## src/rtl/ahb_ifetch_if.sv

```systemverilog
// AHB-Lite bus bundle between the instruction fetch master and its memory slave.
interface ahb_ifetch_if;
  logic [31:0] HADDR;
  logic [1:0]  HTRANS;
  logic [2:0]  HSIZE;
  logic        HWRITE;
  logic        HREADY;
  logic [31:0] HRDATA;
  logic        HRESP;

  modport master (output HADDR, HTRANS, HSIZE, HWRITE, input HREADY, HRDATA, HRESP);
  modport slave  (input HADDR, HTRANS, HSIZE, HWRITE, output HREADY, HRDATA, HRESP);
endinterface

```

## src/rtl/ahb_ifetch.sv

```systemverilog
// AHB-Lite instruction fetch unit: single-outstanding word reads into a 2-entry buffer.
// Define IFETCH_ERR_EN to enable bus-error handling (sticky fetch_err, ERR state).
module ahb_ifetch #(
  parameter logic [31:0] RESET_PC = 32'h0000_0000
) (
  input  logic         clk,
  input  logic         rst,
  input  logic         redirect_valid,
  input  logic [31:0]  redirect_pc,
  input  logic         instr_ready,
  output logic         instr_valid,
  output logic [31:0]  instr,
  output logic [31:0]  instr_pc,
  output logic [5:0]   opcode,
  output logic [5:0]   funct,
  output logic         fetch_err,
  ahb_ifetch_if.master bus
);
  typedef enum logic [2:0] {IDLE, ADDR, DATA, DROP, ERR} state_t;

  state_t      state, state_nxt;
  logic [31:0] fetch_pc;
  logic [1:0]  count, count_nxt, cnt_push;
  logic        rd_ptr, wr_ptr;
  logic        push, pop, err_hit, err_set;
  logic [1:0]  htrans;
  logic [31:0] fifo_instr [2];
  logic [31:0] fifo_pc    [2];

`ifdef IFETCH_ERR_EN
  assign err_hit = bus.HRESP;
`else
  logic unused_sig;
  assign err_hit    = 1'b0;
  assign unused_sig = bus.HRESP ^ err_set;
`endif

  assign pop       = instr_valid && instr_ready;
  assign count_nxt = count + {1'b0, push} - {1'b0, pop};
  // occupancy if the returning word is pushed this cycle
  assign cnt_push  = count + 2'd1 - {1'b0, pop};

  always_comb begin
    state_nxt = state;
    push      = 1'b0;
    err_set   = 1'b0;
    htrans    = 2'b00;
    case (state)
      IDLE: if (redirect_valid || count < 2'd2) state_nxt = ADDR;
      ADDR: begin
        htrans = 2'b10;
        if (bus.HREADY) state_nxt = redirect_valid ? DROP : DATA;
      end
      DATA: begin
        if (redirect_valid) state_nxt = DROP;
        else if (bus.HREADY) begin
          if (err_hit) begin
            err_set   = 1'b1;
            state_nxt = ERR;
          end else begin
            push      = 1'b1;
            state_nxt = (cnt_push < 2'd2) ? ADDR : IDLE;
          end
        end
      end
      DROP: if (bus.HREADY) state_nxt = ADDR;
      ERR:  if (redirect_valid) state_nxt = ADDR;
      default: state_nxt = IDLE;
    endcase
  end

  always_ff @(posedge clk or posedge rst) begin
    if (rst) begin
      state    <= IDLE;
      fetch_pc <= RESET_PC;
    end else begin
      state <= state_nxt;
      if (redirect_valid)   fetch_pc <= {redirect_pc[31:2], 2'b00};
      else if (push)        fetch_pc <= fetch_pc + 32'd4;
    end
  end

  // a redirect flushes the buffer, overriding any same-cycle pop
  always_ff @(posedge clk or posedge rst) begin
    if (rst) begin
      count  <= 2'd0;
      rd_ptr <= 1'b0;
      wr_ptr <= 1'b0;
    end else if (redirect_valid) begin
      count  <= 2'd0;
      rd_ptr <= 1'b0;
      wr_ptr <= 1'b0;
    end else begin
      count <= count_nxt;
      if (push) wr_ptr <= ~wr_ptr;
      if (pop)  rd_ptr <= ~rd_ptr;
    end
  end

  always_ff @(posedge clk) begin
    if (push && !redirect_valid) begin
      fifo_instr[wr_ptr] <= bus.HRDATA;
      fifo_pc[wr_ptr]    <= fetch_pc;
    end
  end

`ifdef IFETCH_ERR_EN
  always_ff @(posedge clk or posedge rst) begin
    if (rst)                 fetch_err <= 1'b0;
    else if (redirect_valid) fetch_err <= 1'b0;
    else if (err_set)        fetch_err <= 1'b1;
  end
`else
  assign fetch_err = 1'b0;
`endif

  assign instr_valid = (count != 2'd0);
  assign instr       = instr_valid ? fifo_instr[rd_ptr] : 32'h0;
  assign instr_pc    = instr_valid ? fifo_pc[rd_ptr]    : 32'h0;
  assign opcode      = instr[31:26];
  assign funct       = instr[5:0];

  assign bus.HADDR  = fetch_pc;
  assign bus.HTRANS = htrans;
  assign bus.HSIZE  = 3'b010;
  assign bus.HWRITE = 1'b0;
endmodule

```

## src/flat_wrapper.sv

```systemverilog
// flat-port wrapper written by rule: the top's interface ports become plain ports
module ahb_ifetch_flat 
#(
  parameter logic [31:0] RESET_PC = 32'h0000_0000
)
  (clk, rst, redirect_valid, redirect_pc, instr_ready, instr_valid, instr, instr_pc, opcode, funct, fetch_err, bus_HADDR, bus_HTRANS, bus_HSIZE, bus_HWRITE, bus_HREADY, bus_HRDATA, bus_HRESP);
  ahb_ifetch_if bus_i ();
  input  logic clk;
  input  logic rst;
  input  logic redirect_valid;
  input  logic [31:0] redirect_pc;
  input  logic instr_ready;
  output logic instr_valid;
  output logic [31:0] instr;
  output logic [31:0] instr_pc;
  output logic [5:0] opcode;
  output logic [5:0] funct;
  output logic fetch_err;
  output wire logic [$bits(bus_i.HADDR)-1:0] bus_HADDR;
  output wire logic [$bits(bus_i.HTRANS)-1:0] bus_HTRANS;
  output wire logic [$bits(bus_i.HSIZE)-1:0] bus_HSIZE;
  output wire logic [$bits(bus_i.HWRITE)-1:0] bus_HWRITE;
  input wire logic [$bits(bus_i.HREADY)-1:0] bus_HREADY;
  input wire logic [$bits(bus_i.HRDATA)-1:0] bus_HRDATA;
  input wire logic [$bits(bus_i.HRESP)-1:0] bus_HRESP;
  assign bus_HADDR = bus_i.HADDR;
  assign bus_HTRANS = bus_i.HTRANS;
  assign bus_HSIZE = bus_i.HSIZE;
  assign bus_HWRITE = bus_i.HWRITE;
  assign bus_i.HREADY = bus_HREADY;
  assign bus_i.HRDATA = bus_HRDATA;
  assign bus_i.HRESP = bus_HRESP;
  ahb_ifetch #(.RESET_PC(RESET_PC)) u_core (.clk(clk), .rst(rst), .redirect_valid(redirect_valid), .redirect_pc(redirect_pc), .instr_ready(instr_ready), .instr_valid(instr_valid), .instr(instr), .instr_pc(instr_pc), .opcode(opcode), .funct(funct), .fetch_err(fetch_err), .bus(bus_i));
endmodule
```

## config.mk

```make
export PLATFORM = sky130hd
export DESIGN_NAME = ahb_ifetch_flat
export DESIGN_NICKNAME = d
export VERILOG_FILES = /design/src/rtl/ahb_ifetch_if.sv /design/src/rtl/ahb_ifetch.sv /design/src/flat_wrapper.sv
export SDC_FILE = /design/constraint.sdc
export NUM_CORES = 1
export LEC_CHECK = 0
export BUFFER_PORTS_ARGS = -buffer_cell sky130_fd_sc_hd__buf_2
export CAP_MARGIN = 30
export CORE_UTILIZATION = 53
export CTS_CLUSTER_SIZE = 16
export DETAILED_ROUTE_END_ITERATION = 6
export GPL_TIMING_DRIVEN = 0
export HOLD_SLACK_MARGIN = 0.02
export PLACE_DENSITY = 0.92
export SLEW_MARGIN = 20
export SYNTH_ARGS = -nofsm -noshare
export SYNTH_HDL_FRONTEND = slang
export SYNTH_SLANG_ARGS = --single-unit
```

## constraint.sdc

```tcl
create_clock -name clk -period 8 [get_ports clk]
set_input_delay 0.4 -clock clk [delete_from_list [all_inputs] [get_ports clk]]
set_output_delay 0.4 -clock clk [all_outputs]
set_load 0.05 [all_outputs]
```

==> flow_summary_export.csv, run 1 <==
group,metric,value,unit
status,outcome,"finished clean",
cts,cts_sinks,160,
sta,slew_headroom,0.363,
cts,cts_setup_buffers,0,
power_and_ir_drop,p_per_area,358,mW/mm2
placed_design,post-dp-hpwl,11100,um
worst_setup_path,startpoint_type,"register",
floorplanning,initial_core_util,0.546,
synth,synth.area.mux_share,0.0927,
route,firstDrtPassIters,4,
worst_setup_path,critPathKind,"reg2out",
route,wl_per_cell,17.1,um
floorplanning,ioPinCount,186,
cts,cts_tree,"done",
cts,cts.htree.levels,4,
layout,final_cell_mix,"buf_2, edfxtp_1, nor2_1, mux2i_1, nand2_1",
synth,synth_simple_gate_area_frac,0.108,
worst_setup_path,cp_slowest_stage_delay,0.65,ns
placed_design,io_buffers,171,
worst_setup_path,critPathMaxFanout,10,
cts,clk_pin_slew,0.06,ns
placed_design,place.gp.congestion,0.833,
worst_setup_path,cpMostUsedCell,"clkbuf_1",
worst_setup_path,arrival,2.59,ns
worst_setup_path,rr_worst_depth,9,
layout,fillerInstances,904,
synth,synth_compound_area_frac,0.0315,
route,dr.first_iter.drc_count,218,
worst_setup_path,crit_path_end_kind,"output port",
global_route,grt_pass1_wl,23400,um
layout,syn_to_final_growth,25.5,%
synth,ys_ff_latch,160,
floorplanning,die_w,116,um
layout,num_antenna_cells,0,
worst_setup_path,crit_slowest_cell,"clkbuf_1",
floorplanning,core,0.0127,mm2
power_and_ir_drop,power.leakage,3.52,nW
synth,synth_top_family_by_area,"simple AND/OR/NAND/NOR gates",
sta,tightest_slew,0.951,ns
route,ant_nets,0,
sta,clock-skew-final,0.0139,ns
cts,ctsHoldBuffers,0,
synth,synth_area,0.00692,mm2
cts,cts_resized,0,
layout,fin_cells,918,
route,totalWireLength,15700,um
floorplanning,rows,41,
synth,synthCells,528,
route,drcViolationCount,0,
layout,fin_nets,812,
global_route,groute.usage.overall,0.237,
global_route,grt-ovfl-total,0,
sta,rsz0062_at_grt,"no",
synth,synthAdderAreaFrac,0.0163,
worst_hold_path,hp-class,"in2async",
power_and_ir_drop,ir_drop,0.205,mV
route,vias,4801,
floorplanning,dieArea,0.0135,mm2
cts,clk_path_buf_depth,2,
synth,ys_warn_count,0,
sta,layout_min_cycle_time,2.99,ns
sta,drv_slew,0,
synth,synth_cell_types,36,
sta,max_freq,0.335,GHz
job,maxCapViolations,0,
global_route,antenna_found_initial,0,
synth,synth_seq_area_share,0.668,
sta,min_period_over_period,0.374,
layout,mostFrequentLayoutCell,"buf_2",
floorplanning,chipHeight,116,um
sta,final_hold_viol_count,0,
cts,root_buffer,"clkbuf_16",
worst_setup_path,worstPathRequired,7.60,ns
cts,clock_latency,0.42,ns
synth,synth.avg_cell_area,13.1,um2
layout,drive_gt1_frac,0.316,
synth,synthXorXnorAreaFrac,0.0380,
global_route,grt_pass1_vias,4798,
worst_setup_path,path_cells,"clkbuf_1, clkbuf_1, mux2i_1, nor2_1, buf_4, buf_2",
route,viasPerCell,5.23,
sta,setup_viol,0,
global_route,grt_max_degree,52,
sta,tns,0,ns
cts,cts_buffers,17,
placed_design,dp_cells,886,
-- Yosys cell counts --
cell type / instances / area, um2
mux2_2: 1 / 11.3
ha_1: 9 / 113
conb_1: 2 / 7.51
nor2b_1: 2 / 12.5
a31oi_1: 3 / 18.8
nor4_1: 4 / 25.0
buf_4: 23 / 173
o21ai_0: 32 / 160
and2_1: 3 / 18.8
nor3_1: 6 / 30.0
mux2i_1: 63 / 631
xor2_1: 10 / 87.6
dfrtp_1: 36 / 901
buf_1: 3 / 11.3
a22oi_1: 1 / 7.51
xnor2_1: 20 / 175
nand3_4: 1 / 17.5
buf_2: 2 / 10.0
and4_1: 5 / 43.8
inv_1: 13 / 48.8
or4_1: 1 / 7.51
nand3_1: 10 / 50.1
o22a_1: 1 / 8.76
nor3b_1: 1 / 7.51
nor4b_1: 1 / 8.76
and3_1: 4 / 25.0
a21oi_1: 1 / 5.00
nor2_1: 78 / 293
nand4_1: 6 / 37.5
a221o_1: 1 / 10.0
edfxtp_1: 124 / 3720
o211ai_1: 1 / 7.51
or2_2: 1 / 6.26
or3_1: 3 / 18.8
nand2_1: 38 / 143
clkbuf_1: 18 / 67.6
-- where the power goes --
part           leakage, nW  internal (mW)  switching (mW)
clock network        0.289          0.491           0.294
registers             1.56          0.961          0.0492
logic                 1.67          0.327           0.989
total                 3.52           1.78            1.33
-- per-layer routing --
| metal | vias to the layer above | global-route usage | part of all wire |
|---|---|---|---|
| met3 | 33 | 0.0737 | 0.077 |
| met1 | 2288 | 0.248 | 0.38 |
| met2 | 224 | 0.430 | 0.53 |
| li1 | 2256 | - | - |
| met5 | - | 0 | 0 |
| met4 | 0 | 0.114 | 0.022 |
-- registers in the layout, summed over array words and instances, names as in the netlist --
register / count
u_core.rd_ptr: 1
u_core.fifo_pc: 60
u_core.fifo_instr: 64
u_core.count: 2
u_core.wr_ptr: 1
u_core.bus.HADDR: 30
u_core.state: 2
-- final timing paths --
path | startpoint | to | slack, ns
worst max register to register | u_core.state[0] | u_core.bus.HADDR[31] | 5.33
worst min register to register | u_core.bus.HADDR[31] | u_core.fifo_pc[1][31] | 0.54
worst max-delay path | u_core.rd_ptr | opcode[1] | 5.01
worst min-delay path | rst | u_core.bus.HADDR[28] | 0.13
min in group clk | bus_HRDATA[29] | u_core.fifo_instr[0][29] | 0.17
max in group asynchronous | rst | u_core.bus.HADDR[4] | 7.34
-- final cells by class --
class / count / area (um2) / area share
multi-input combinational: 317 / 2030 / 0.233
inverter: 13 / 48.8 / 0.00562
sequential: 160 / 4620 / 0.532
timing repair buffer: 178 / 932 / 0.107
clock inverter: 6 / 81.3 / 0.00936
buffer: 46 / 262 / 0.0301
clock buffer: 26 / 499 / 0.0575
tap: 172 / 215 / 0.0248
-- per-stage QoR --
stage	util	cell area [um2]	setup WS (ns)	hold WS [ns]	power (mW)
6_report	0.686	8690	5.01	0.127	3.11
5_1_grt	0.686	8690	4.74	0.154	3.24
4_1_cts	0.686	8690	4.92	0.147	3.13
3_5_place_dp	0.640	8110	5.25	0.529	2.34
3_3_place_gp	0.633	8020	-0.0775	0.525	2.31
2_1_floorplan	-	6950	2.20	0.499	2.04
-- worst max-delay path, delay by kind of cell (launching register included) --
kind                   cells  cell delay [ns]
buffers and inverters      4             1.49
DFF                        1             0.32
muxes                      1             0.16
and+or+nand+nor            1             0.19
-- cells by family after synthesis --
logic type / count (synthesis)
other: 2
adder cells (fa/ha/maj): 9
AO/OA/AOI/OAI: 40
XOR/XNOR: 30
AND/OR/NAND/NOR: 164
buffers and inverters: 59
flip-flops: 160
multiplexers: 64
No activity file was read; power rests on OpenSTA's default activity.
==> run 2: changes to the inputs <==
Settings changed: CORE_UTILIZATION 53 to 48, PLACE_DENSITY 0.92 to 0.89.
Clock period 8 ns to 2.5 ns, I/O delays scaled along.
==> flow_summary_export.csv, run 2 (same netlist as run 1, synthesis figures left out) <==
group,metric,value,unit
worst_setup_path,arrival,2.72,ns
worst_setup_path,timing.rr.start,"u_core.state[0]",
cts,clk_path_buf_depth,2,
power_and_ir_drop,p_sw_frac,0.437,
floorplanning,chipHeight,122,um
layout,mostFrequentLayoutCell,"buf_2",
worst_setup_path,worstPathRequired,2.83,ns
floorplanning,core,0.0140,mm2
floorplanning,rows,43,
global_route,groute.usage.overall,0.235,
floorplanning,dieArea,0.0149,mm2
sta,slew_headroom,0.577,
cts,clock_latency,0.43,ns
layout,final_cell_mix,"buf_2, edfxtp_1, nor2_1, mux2i_1, dlygate4sd3_1",
power_and_ir_drop,power.leakage,3.83,nW
route,firstDrtPassIters,5,
worst_setup_path,critPathKind,"reg2reg",
cts,cts_sinks,160,
layout,max_flop_register,"u_core.fifo_instr",
global_route,grt_pass1_vias,4959,
worst_setup_path,r2r_end,"u_core.bus.HADDR[29]",
layout,ff_latch_area,0.00463,mm2
power_and_ir_drop,power_frac_seq,0.323,
placed_design,place.gp.congestion,0.807,
worst_setup_path,ff2ff_setup_slack,0.11,ns
job,maxCapViolations,0,
worst_hold_path,hold_depth,5,
power_and_ir_drop,p_per_area,1070,mW/mm2
cts,clk_pin_slew,0.06,ns
layout,fillerInstances,963,
layout,fin_nets,878,
route,vias,5134,
sta,clock-skew-final,0.0104,ns
sta,rsz0062_at_grt,"no",
sta,final_hold_viol_count,0,
route,drcViolationCount,0,
global_route,antenna_found_initial,0,
global_route,grt_max_degree,33,
floorplanning,ioPinCount,186,
cts,cts_buffers,17,
cts,root_buffer,"clkbuf_16",
power_and_ir_drop,power_switching,4.40,mW
worst_setup_path,critPathMaxFanout,7,
route,dr.first_iter.drc_count,345,
worst_setup_path,startpoint_type,"register",
power_and_ir_drop,power,10.1,mW
sta,drv_slew,0,
worst_setup_path,rr_worst_depth,9,
placed_design,post-dp-hpwl,11200,um
placed_design,io_buffers,171,
route,viasPerCell,5.18,
sta,setup_viol,0,
layout,syn_to_final_growth,36.3,%
power_and_ir_drop,power.internal,5.68,mW
worst_hold_path,hp-class,"in2reg",
global_route,grt_pass1_wl,25700,um
worst_hold_path,hold_start,"instr_ready",
worst_hold_path,min_to,"u_core.rd_ptr",
global_route,grt-ovfl-total,0,
floorplanning,initial_core_util,0.495,
sta,min_period_over_period,0.954,
floorplanning,die_w,122,um
route,ant_nets,0,
layout,largest_reg_flops,64,
route,wl_per_cell,17.3,um
sta,max_freq,0.419,GHz
sta,layout_min_cycle_time,2.39,ns
sta,tightest_slew,0.634,ns
layout,drive_gt1_frac,0.308,
worst_setup_path,crit_path_end_kind,"register",
power_and_ir_drop,ir_drop,0.731,mV
power_and_ir_drop,power_frac_clock,0.241,
cts,cts.htree.levels,4,
layout,multi_input_area,0.00207,mm2
cts,cts_tree,"done",
status,outcome,"finished clean",
route,totalWireLength,17200,um
sta,whs,0.160,ns
power_and_ir_drop,pwr-share-comb,0.435,
==> run 2: critical path: stages, from the launching register on <==
cell and delay [ns]:
dfrtp_1 0.40, inv_2 0.10, ha_4 0.13, and4_1 0.18, buf_4 0.15, nand3_4 0.12, or4_1 0.48, buf_2 0.17
or3_1 0.34, a31oi_1 0.20
==> run 2: timing repair <==
action / CTS / global route
setup endpoints to repair: 70 / 46
hold endpoints to repair: 110 / 0
resized for setup: 5 / 5
setup buffers: 0 / 4
cloned: 0 / 0
hold buffers: 63 / 0
pin swaps: 0 / 1
==> run 2: power by group through the flow <==
stage	clock [mW]	combinational [mW]	sequential [mW]
2_1_floorplan	0	3.13	3.41
3_3_place_gp	0	4.18	3.27
3_5_place_dp	0	4.29	3.28
4_1_cts	2.46	4.35	3.26
5_1_grt	2.59	4.64	3.28
6_report	2.44	4.39	3.26
==> run 2: worst max path at each step <==
stage,start,endpoint,slack (ns)
after CTS,u_core.rd_ptr,instr_pc[9],0.01
after global routing,u_core.state[0],u_core.bus.HADDR[27],0.04
after floorplan,u_core.state[0],u_core.fifo_instr[0][0],-0.15
after detailed placement,u_core.state[0],u_core.bus.HADDR[29],0.04
final,u_core.state[0],u_core.bus.HADDR[29],0.11
after global placement,redirect_valid,u_core.fifo_instr[0][11],-1.10
==> run 2: layout make-up <==
type                       instances  area share
tap                              180      0.0239
clock inverter                    13      0.0129
multi-input combinational        317       0.219
timing repair buffer             245       0.174
clock buffer                      18      0.0455
buffer                            45      0.0285
inverter                          13     0.00517
antenna                            1    0.000265
sequential                       160       0.490
==> run 2: routing by layer <==
metal / up-vias / global-route usage / part of all wire
met2: 242 / 0.403 / 0.51
met1: 2463 / 0.272 / 0.39
met5: - / 0 / 0
li1: 2393 / - / -
met4: 0 / 0.114 / 0.025
met3: 36 / 0.0609 / 0.072
==> run 2: through the flow <==
| stage | area, um2 | TNS, ns | util | std cells | worst slack, ns |
|---|---|---|---|---|---|
| 4_1_cts | 9390 | 0 | 0.671 | 987 | 0.0126 |
| 3_5_place_dp | 8200 | 0 | 0.586 | 894 | 0.0400 |
| 6_report | 9430 | 0 | 0.674 | 992 | 0.114 |
| 2_1_floorplan | 6990 | -9.17 | - | 536 | -0.148 |
| 5_1_grt | 9430 | 0 | 0.674 | 991 | 0.0352 |
| 3_3_place_gp | 8070 | -89.28 | 0.577 | 887 | -1.10 |
==> run 3: changes to the inputs <==
Settings changed: PLACE_DENSITY 0.89 to 0.77.
==> flow_summary_export.csv, run 3 (same netlist as run 1, synthesis figures left out) <==
group,metric,value,unit
floorplanning,core,0.0140,mm2
worst_hold_path,hold_start,"redirect_pc[29]",
floorplanning,initial_core_util,0.495,
worst_setup_path,timing.rr.start,"u_core.bus.HADDR[10]",
sta,final_hold_viol_count,0,
job,maxCapViolations,0,
power_and_ir_drop,power.leakage,3.85,nW
sta,drv_slew,0,
sta,slew_headroom,0.559,
layout,fin_nets,880,
power_and_ir_drop,pwr-share-comb,0.439,
cts,clk_path_buf_depth,2,
sta,setup_viol,0,
worst_setup_path,ff2ff_setup_slack,0.06,ns
route,dr.first_iter.drc_count,367,
worst_setup_path,path_cells,"and3_1, buf_2, nand2_1, or4_4, buf_2, or3_1, a31oi_1",
worst_setup_path,arrival,2.76,ns
cts,clk_pin_slew,0.06,ns
cts,cts_tree,"done",
power_and_ir_drop,power_switching,4.32,mW
worst_setup_path,cp_slowest_stage_delay,0.58,ns
floorplanning,ioPinCount,186,
worst_setup_path,startpoint_type,"register",
sta,tightest_slew,0.660,ns
floorplanning,die_w,122,um
worst_setup_path,crit_slowest_cell,"or4_4",
route,viasPerCell,5.10,
placed_design,placed_cell_area,0.00821,mm2
worst_setup_path,critPathKind,"reg2reg",
cts,clock_latency,0.42,ns
layout,fillerInstances,995,
power_and_ir_drop,power_frac_seq,0.325,
power_and_ir_drop,power,10.0,mW
worst_hold_path,hp-class,"in2reg",
sta,clock-skew-final,0.0121,ns
cts,cts.htree.levels,4,
route,drcViolationCount,0,
worst_setup_path,path_buf_inv,2,
layout,final_core_util,0.674,
sta,tns,0,ns
worst_setup_path,rr_worst_depth,7,
placed_design,place.gp.congestion,0.848,
sta,whs,0.0386,ns
cts,cts_buffers,17,
floorplanning,dieArea,0.0149,mm2
route,wl_per_cell,16.6,um
layout,drive_gt1_frac,0.317,
layout,fin_area,0.00943,mm2
worst_hold_path,hold_depth,3,
layout,max_flop_register,"u_core.fifo_instr",
worst_setup_path,critPathMaxFanout,7,
worst_hold_path,min_to,"u_core.bus.HADDR[29]",
worst_setup_path,crit_path_end_kind,"register",
layout,ff_latch_area,0.00463,mm2
power_and_ir_drop,p_per_area,1060,mW/mm2
cts,root_buffer,"clkbuf_16",
power_and_ir_drop,power.internal,5.70,mW
route,vias,5055,
layout,final_cell_mix,"buf_2, edfxtp_1, nor2_1, mux2i_1, dlygate4sd3_1",
sta,max_freq,0.411,GHz
layout,mostFrequentLayoutCell,"buf_2",
layout,multi_input_area,0.00206,mm2
route,firstDrtPassIters,5,
placed_design,io_buffers,171,
placed_design,dp_cells,894,
worst_setup_path,r2r_end,"u_core.bus.HADDR[29]",
worst_setup_path,cpMostUsedCell,"buf_2",
cts,cts_sinks,160,
floorplanning,chipHeight,122,um
power_and_ir_drop,ir_drop,0.645,mV
route,ant_nets,0,
worst_setup_path,cpLargestDelayFamily,"simple AND/OR/NAND/NOR gates",
sta,layout_min_cycle_time,2.44,ns
sta,worst_slack,0.0647,ns
global_route,antenna_found_initial,1,
power_and_ir_drop,p_sw_frac,0.431,
placed_design,place_ws,-0.0623,ns
sta,min_period_over_period,0.974,
global_route,grt_pass1_vias,4988,
global_route,groute.usage.overall,0.228,
global_route,grt_max_degree,41,
route,totalWireLength,16500,um
placed_design,post-dp-hpwl,11100,um
layout,syn_to_final_growth,36.2,%
layout,largest_reg_flops,64,
worst_setup_path,worstPathRequired,2.83,ns
power_and_ir_drop,power_frac_clock,0.236,
floorplanning,rows,43,
status,outcome,"finished clean",
global_route,grt-ovfl-total,0,
global_route,grt_pass1_wl,24900,um
layout,fin_cells,992,
run 3: power groups by stage:
stage / clock network (mW) / registers, mW / logic (mW)
2_1_floorplan: 0 / 3.41 / 3.13
3_3_place_gp: 0 / 3.27 / 4.18
3_5_place_dp: 0 / 3.29 / 4.29
4_1_cts: 2.39 / 3.25 / 4.37
5_1_grt: 2.49 / 3.27 / 4.68
6_report: 2.36 / 3.25 / 4.40
run 3: per-layer routing:
layer,vias to the layer above,wire length (um),GRT usage
met1,2429,6550,0.269
met3,23,1250,0.0665
met5,-,0,0
li1,2387,-,-
met4,0,224,0.0915
met2,216,8440,0.392
run 3: how the worst max path moves through the flow:
stage | to | start | cells after the start
6_report | u_core.bus.HADDR[29] | u_core.bus.HADDR[10] | 7
5_1_grt | u_core.bus.HADDR[29] | u_core.bus.HADDR[10] | 7
4_1_cts | u_core.bus.HADDR[29] | u_core.state[0] | 9
3_5_place_dp | u_core.bus.HADDR[29] | u_core.state[0] | 9
3_3_place_gp | u_core.fifo_instr[0][8] | redirect_valid | 4
2_1_floorplan | u_core.fifo_instr[0][0] | u_core.state[0] | 4
run 3: layout make-up:
cell class / count / area share
buffer: 45 / 0.0289
clock inverter: 10 / 0.0104
inverter: 13 / 0.00518
multi-input combinational: 317 / 0.219
antenna: 1 / 0.000265
clock buffer: 19 / 0.0459
sequential: 160 / 0.491
timing repair buffer: 247 / 0.176
tap: 180 / 0.0239
run 3: worst min-delay path, delay by kind of cell:
kind | cells | cell delay (ns)
AND/OR/NAND/NOR | 1 | 0.12
AO/OA/AOI/OAI | 1 | 0.07
buffers and inverters | 1 | 0.09
run 3: timing repair:
action	CTS	global route
hold buffers	62	0
pin swaps	1	1
gates resized for setup	5	10
gates cloned	0	0
setup endpoints to repair	73	28
buffers inserted	1	6
endpoints found under the hold margin	129	0
